## config.mk

```make
export PLATFORM = sky130hd
export DESIGN_NAME = neuron
export DESIGN_NICKNAME = d
export VERILOG_FILES = /design/src/rtl/neuron_pkg.sv /design/src/rtl/neuron_mac.sv /design/src/rtl/neuron.sv
export SDC_FILE = /design/constraint.sdc
export NUM_CORES = 1
export LEC_CHECK = 0
export ABC_AREA = 1
export CORE_MARGIN = 4
export CORE_UTILIZATION = 50
export CTS_CLUSTER_SIZE = 28
export DETAILED_ROUTE_END_ITERATION = 8
export PLACE_DENSITY = 0.81
export SETUP_SLACK_MARGIN = 0.1
export SLEW_MARGIN = 10
export SYNTH_ARGS = -nofsm -noshare
export SYNTH_HDL_FRONTEND = slang
export SYNTH_SLANG_ARGS = --single-unit
```

## constraint.sdc

```tcl
create_clock -name clock -period 6.7 [get_ports clock]
set_input_delay 1.34 -clock clock [delete_from_list [all_inputs] [get_ports clock]]
set_output_delay 1.34 -clock clock [all_outputs]
set_load 0.02 [all_outputs]
```

## src/rtl/neuron_pkg.sv

```systemverilog
// Shared types and arithmetic helpers for the trainable neuron.
// Used by neuron (top) and neuron_mac.
package neuron_pkg;

  localparam int W_DEF  = 16;
  localparam int F_DEF  = 8;
  localparam int WIDE_W = 64;

  typedef logic signed [WIDE_W-1:0] wide_t;

  typedef enum logic [2:0] {
    IDLE,
    MAC,
    ACC,
    PRD,
    DELTA,
    ERR,
    FBK,
    UPD
  } state_t;

  // Clamp a wide signed value into the two's complement range of a w-bit word.
  function automatic wide_t sat(input wide_t value, input int w);
    wide_t hi;
    wide_t lo;
    hi = (wide_t'(1) <<< (w - 1)) - wide_t'(1);
    lo = -hi - wide_t'(1);
    if (value > hi) return hi;
    else if (value < lo) return lo;
    else return value;
  endfunction

endpackage

```

## src/rtl/neuron_mac.sv

```systemverilog
// Single shared multiplier: registered signed product, arithmetic shift by F
// (or F+K for learning-rate steps), with a saturated W-bit view of the result.
module neuron_mac
  import neuron_pkg::*;
#(
  parameter int W = W_DEF,
  parameter int F = F_DEF,
  parameter int K = 2
) (
  input  logic                  clk_i,
  input  logic                  rst_ni,
  input  logic signed [W-1:0]   a_i,
  input  logic signed [W-1:0]   b_i,
  input  logic                  lr_i,
  output logic signed [2*W-1:0] prod_o,
  output logic signed [W-1:0]   sat_o
);

  localparam int PW = 2 * W;

  logic signed [PW-1:0] mul;
  logic signed [PW-1:0] prod_d;
  logic signed [PW-1:0] prod_q;

  always_comb begin
    mul    = PW'(a_i) * PW'(b_i);
    prod_d = lr_i ? (mul >>> (F + K)) : (mul >>> F);
  end

  always_ff @(posedge clk_i or negedge rst_ni) begin
    if (!rst_ni) prod_q <= '0;
    else         prod_q <= prod_d;
  end

  assign prod_o = prod_q;
  assign sat_o  = W'(sat(wide_t'(prod_q), W));

endmodule

```

## src/rtl/neuron.sv

```systemverilog
// Trainable neuron: serial dot product + bias, backprop feedback and in-place
// weight/bias update. Define NEURON_RELU_EN for ReLU activation.
module neuron
  import neuron_pkg::*;
#(
  parameter int N = 2,
  parameter int W = W_DEF,
  parameter int F = F_DEF,
  parameter int K = 2
) (
  input  logic                  clock,
  input  logic                  reset,
  input  logic                  train,
  input  logic                  operand_valid,
  input  logic [N-1:0][W-1:0]   operand_data,
  output logic                  operand_ready,
  output logic                  product_valid,
  output logic [W-1:0]          product_data,
  input  logic                  product_ready,
  input  logic                  delta_valid,
  input  logic [W-1:0]          delta_data,
  output logic                  delta_ready,
  output logic                  feedback_valid,
  output logic [N-1:0][W-1:0]   feedback_data,
  input  logic                  feedback_ready
);

  localparam int CW = (N > 1) ? $clog2(N) : 1;
  localparam int AW = 2 * W + $clog2(N) + 1;
  localparam logic [CW-1:0] LAST = CW'(N - 1);

`ifdef NEURON_RELU_EN
  localparam bit RELU = 1'b1;
`else
  localparam bit RELU = 1'b0;
`endif

  state_t                state_q, state_d;
  logic [CW-1:0]         cnt_q, cnt_d, nxt;
  logic signed [AW-1:0]  acc_q, acc_d, acc_sum;
  logic signed [W-1:0]   w_q  [N];
  logic signed [W-1:0]   w_d  [N];
  logic signed [W-1:0]   x_q  [N];
  logic signed [W-1:0]   x_d  [N];
  logic signed [W-1:0]   fb_q [N];
  logic signed [W-1:0]   fb_d [N];
  logic signed [W-1:0]   bias_q, bias_d;
  logic signed [W-1:0]   delta_q, delta_d, delta_in;
  logic signed [W-1:0]   prod_q, prod_d;
  logic                  neg_q, neg_d;

  logic signed [W-1:0]   mac_a, mac_b, mac_sat;
  logic signed [2*W-1:0] mac_prod;
  logic                  mac_lr;

  function automatic logic signed [W-1:0] narrow(input wide_t v);
    narrow = W'(sat(v, W));
  endfunction

  neuron_mac #(.W(W), .F(F), .K(K)) u_mac (
    .clk_i  (clock),
    .rst_ni (reset),
    .a_i    (mac_a),
    .b_i    (mac_b),
    .lr_i   (mac_lr),
    .prod_o (mac_prod),
    .sat_o  (mac_sat)
  );

  // A non-positive pre-activation sum blocks learning through a ReLU.
  assign delta_in = (RELU && neg_q) ? '0 : delta_data;
  assign nxt      = (cnt_q == LAST) ? '0 : cnt_q + CW'(1);
  assign acc_sum  = acc_q + AW'(mac_prod);

  // Multiplier operands are issued one cycle ahead of their consumer, so the
  // handshake cycles of DELTA and FBK prime the first ERR/UPD product.
  always_comb begin
    state_d        = state_q;
    cnt_d          = '0;
    acc_d          = acc_q;
    w_d            = w_q;
    x_d            = x_q;
    fb_d           = fb_q;
    bias_d         = bias_q;
    delta_d        = delta_q;
    prod_d         = prod_q;
    neg_d          = neg_q;
    operand_ready  = 1'b0;
    product_valid  = 1'b0;
    delta_ready    = 1'b0;
    feedback_valid = 1'b0;
    mac_a          = w_q[cnt_q];
    mac_b          = x_q[cnt_q];
    mac_lr         = 1'b0;

    case (state_q)
      IDLE: begin
        operand_ready = 1'b1;
        acc_d         = AW'(bias_q);
        if (operand_valid) begin
          for (int i = 0; i < N; i++) x_d[i] = operand_data[i];
          state_d = MAC;
        end
      end
      MAC: begin
        cnt_d = nxt;
        if (cnt_q != '0) acc_d = acc_sum;
        if (cnt_q == LAST) state_d = ACC;
      end
      ACC: begin
        acc_d   = acc_sum;
        neg_d   = acc_sum[AW-1] | (acc_sum == '0);
        prod_d  = (RELU && neg_d) ? '0 : narrow(wide_t'(acc_sum));
        state_d = PRD;
      end
      PRD: begin
        product_valid = 1'b1;
        if (product_ready) state_d = train ? DELTA : IDLE;
      end
      DELTA: begin
        delta_ready = 1'b1;
        mac_a       = w_q[0];
        mac_b       = delta_in;
        if (delta_valid) begin
          delta_d = delta_in;
          state_d = ERR;
        end
      end
      ERR: begin
        mac_a       = w_q[nxt];
        mac_b       = delta_q;
        cnt_d       = nxt;
        fb_d[cnt_q] = mac_sat;
        if (cnt_q == LAST) state_d = FBK;
      end
      FBK: begin
        feedback_valid = 1'b1;
        mac_a          = delta_q;
        mac_b          = x_q[0];
        mac_lr         = 1'b1;
        if (feedback_ready) state_d = UPD;
      end
      UPD: begin
        mac_a      = delta_q;
        mac_b      = x_q[nxt];
        mac_lr     = 1'b1;
        cnt_d      = nxt;
        w_d[cnt_q] = narrow(wide_t'(w_q[cnt_q]) + wide_t'(mac_prod));
        if (cnt_q == LAST) begin
          bias_d  = narrow(wide_t'(bias_q) + wide_t'(delta_q >>> K));
          state_d = IDLE;
        end
      end
      default: state_d = IDLE;
    endcase
  end

  always_comb begin
    for (int i = 0; i < N; i++) feedback_data[i] = fb_q[i];
  end

  assign product_data = prod_q;

  always_ff @(posedge clock or negedge reset) begin
    if (!reset) begin
      state_q <= IDLE;
      cnt_q   <= '0;
      acc_q   <= '0;
      bias_q  <= '0;
      delta_q <= '0;
      prod_q  <= '0;
      neg_q   <= 1'b0;
      for (int i = 0; i < N; i++) begin
        w_q[i]  <= '0;
        x_q[i]  <= '0;
        fb_q[i] <= '0;
      end
    end else begin
      state_q <= state_d;
      cnt_q   <= cnt_d;
      acc_q   <= acc_d;
      bias_q  <= bias_d;
      delta_q <= delta_d;
      prod_q  <= prod_d;
      neg_q   <= neg_d;
      w_q     <= w_d;
      x_q     <= x_d;
      fb_q    <= fb_d;
    end
  end

endmodule
```

==> metrics.txt <==
via/cell ratio 5.40; Cell Rows 81; Initial Util 50.7%; Worst-Margin Slew roughly 1.1 ns; gate count of the mapped netlist 3,499; pin count of the biggest net entering global routing 125; global placement routability congestion around 1; async set-reset flop share out of synthesis 100%; slew margin rel. 23.5%; TritonCTS clock tree yes; final worst-path setup slack -0.0296 ns; flop2flop setup slack -0.03 ns; unrepaired setup endpoints after global routing true; worst hold slack ~0.48 ns; total clock sinks 206; placed standard-cell area 0.0289 mm^2; gate family responsible for the most delay along the worst path adder cells; overall die width 231 um; data arrival at the endpoint of the critical path 7.17 ns; cell taking the most area after synthesis sky130_fd_sc_hd__fa_1; largest cells by area after synthesis sky130_fd_sc_hd__fa_1 21%, sky130_fd_sc_hd__dfrtp_1 21%, sky130_fd_sc_hd__nand2_1 14%; EDFF count, synth 0; maximum fanout count along the critical path 6; share of the synthesized area in the top cell type 21.3%; number of hold violations in the final report 0; final antenna-violating net count 0; Worst Clk Skew 0.0164 ns; total vias in the final route 24,400; path type of the worst setup path reg -> reg; # setup viols final 3; H-tree depth 1; DP Worst Slack -0.978 ns; detailed placement HPWL 64,400 um; stage delay of the slowest cell on the critical path 0.55 ns; primary flip-flop cell chosen by synthesis mapping sky130_fd_sc_hd__dfrtp_1; number of antenna diodes 0; 1st-iter DRT viols 2,081; root buffer cell sky130_fd_sc_hd__clkbuf_16; highest clock rate about 150 MHz; crit end category flop; number of iterations in the first detailed-routing pass 6; DRC violations left 0; antenna violations before repair 0; synthesis-to-layout area growth 27.4%; status finished, violations left; highest-delay cell along the critical path sky130_fd_sc_hd__fa_2; number of global-route vias before repair around 24,000; GRT Residual Overflow 0; CTS Buf Count 26; total of max-cap violations 0; CTS clock-pin slew for the worst setup and hold paths 0.06 ns; number of flip-flops and latches in the synthesized netlist just over 200; net count of the finished layout 4,314; wire per inst 18.1 um; latest clock arrival within the worst-skew pair 0.56 ns; mapped cell area 0.0249 mm^2; number of buffers on the longest clock path 3; Final Instance Area 0.0317 mm^2; Bufs and invs on worst path 10; Avg Synthesized Cell Area 7.10 um^2; buffers added on ports between 100 and 150; Die Ht 231 um; first-pass GRT wire length between 100,000 and 150,000 um; Syn Nets 3,970; worst hold path type reg -> reg; hold buffers post-CTS 0; crit path launch type flop; number of pins exceeding their max-slew limit in the final report 0; number of library cell types mapped by synthesis 55; all-layer global routing usage 29.9%; Seq/Total Area, Yosys 20.7%; WL final a little over 80,000 um; IO Pins about 110; violated checks negative setup slack; clock period minus worst slack 6.73 ns; accumulated negative setup slack -0.0627 ns; Yosys Warn Count 0; final worst-path cycle share 100%; Die ar. between 0.05 and 0.06 mm^2; standard cell core area 0.0491 mm^2; layout cell share with drive strength beyond 1 20.3%; required time of the worst setup path a little over 7 ns
-- placed cells by master, fill, tap and decap left out, types with 15 or more instances in the layout --
master and n:
sky130_fd_sc_hd__nor2_1 373, sky130_fd_sc_hd__xnor2_1 24, sky130_fd_sc_hd__buf_12 18, sky130_fd_sc_hd__or2_2 29
sky130_fd_sc_hd__nand2_4 24, sky130_fd_sc_hd__o21ai_2 20, sky130_fd_sc_hd__dfrtp_1 204, sky130_fd_sc_hd__nand2_1 880
sky130_fd_sc_hd__inv_1 574, sky130_fd_sc_hd__nand2_2 43, sky130_fd_sc_hd__nand3_1 112, sky130_fd_sc_hd__a21oi_2 23
sky130_fd_sc_hd__o21ai_0 92, sky130_fd_sc_hd__o21ai_1 15, sky130_fd_sc_hd__a21oi_1 170, sky130_fd_sc_hd__inv_4 19
sky130_fd_sc_hd__xor2_1 38, sky130_fd_sc_hd__fa_1 227, sky130_fd_sc_hd__nor3_1 15, sky130_fd_sc_hd__nor2_4 31
sky130_fd_sc_hd__fa_2 37, sky130_fd_sc_hd__buf_4 245, sky130_fd_sc_hd__nand4_1 23, sky130_fd_sc_hd__buf_6 33
sky130_fd_sc_hd__nor2_2 25, sky130_fd_sc_hd__inv_2 71, sky130_fd_sc_hd__clkdlybuf4s50_1 91, sky130_fd_sc_hd__ha_4 23
sky130_fd_sc_hd__clkbuf_16 26, sky130_fd_sc_hd__ha_1 129
-- kinds of logic (layout without fill, tap and decap cells) --
group                    Yosys count  after routing  synth area share (%)
flip-flops                       206            206                  20.7
AND/OR/NAND/NOR                 1614           1614                  26.3
XOR/XNOR                          67             67                  2.36
buffers and inverters            762           1126                  11.7
AO/OA/AOI/OAI                    425            425                  9.57
adder cells (fa/ha/maj)          416            416                  28.9
multiplexers                       9              9                 0.403
-- Yosys cell counts, types with 27 or more instances --
master	number
sky130_fd_sc_hd__o21ai_0	125
sky130_fd_sc_hd__fa_1	264
sky130_fd_sc_hd__a21oi_1	203
sky130_fd_sc_hd__clkbuf_1	65
sky130_fd_sc_hd__inv_1	664
sky130_fd_sc_hd__nand3_1	118
sky130_fd_sc_hd__xnor2_1	27
sky130_fd_sc_hd__nand2_1	944
sky130_fd_sc_hd__nor2_1	421
sky130_fd_sc_hd__or2_2	33
sky130_fd_sc_hd__dfrtp_1	206
sky130_fd_sc_hd__xor2_1	40
sky130_fd_sc_hd__ha_1	152
-- path summary, 6_finish.rpt --
check / start / end / depth (start not counted)
worst max register to register: state_q[1] / u_mac.prod_o[13] / 32
min in group asynchronous: reset / acc_q[29] / 1
worst max-delay path: state_q[1] / u_mac.prod_o[13] / 32
worst min-delay path: w_q[28] / w_q[28] / 2
max in group asynchronous: reset / state_q[0] / 2
worst min register to register: w_q[28] / w_q[28] / 2
-- layout make-up --
type / instances / area [um^2]
multi-input combinational: 2531 / 18400
tap: 664 / 831
timing repair buffer: 407 / 3670
timing repair inverter: 1 / 7.51
clock inverter: 18 / 283
inverter: 670 / 2580
fill: 4085 / 17400
clock buffer: 30 / 696
sequential: 206 / 5160
-- worst reg2reg max path: cells and delay by family (launching register included) --
family,cells,cell delay [ns]
compound gates,5,0.87
fa+ha+maj,7,3.27
buf+inv,10,1.04
flops,1,0.48
simple gates,10,0.95
-- registers in the layout, indices dropped and copies added (netlist names) --
register       flops
cnt_q              1
delta_q           16
product_data      16
x_q               32
feedback_data     32
w_q               32
acc_q             34
state_q            3
u_mac.prod_o      24
bias_q            16
-- repair_timing --
action | in CTS | in global routing
cloned | 5 | 0
endpoints found under the hold margin | 0 | 0
endpoints found under the setup margin | 23 | 24
pin swaps | 112 | 114
gates resized for setup | 233 | 212
setup buffers | 32 | 25
-- stage by stage --
step / cells / utilization, %
floorplan: 3499 / -
global placement: 4418 / 58.9
detailed placement: 4418 / 58.9
CTS: 4503 / 62.6
global route: 4527 / 64.5
finish: 4527 / 64.5
-- routing by layer --
| metal | track usage (%) | wire [um] | vias up |
|---|---|---|---|
| met5 | 0 | 0 | - |
| met4 | 12.4 | 4710 | 0 |
| met3 | 4.69 | 6820 | 281 |
| met2 | 48.8 | 36900 | 1192 |
| met1 | 39.9 | 33400 | 11500 |
| li1 | - | - | 11400 |
Power is not shown: default switching activity piles up to over one toggle a cycle in this logic, so the estimate is an artifact.
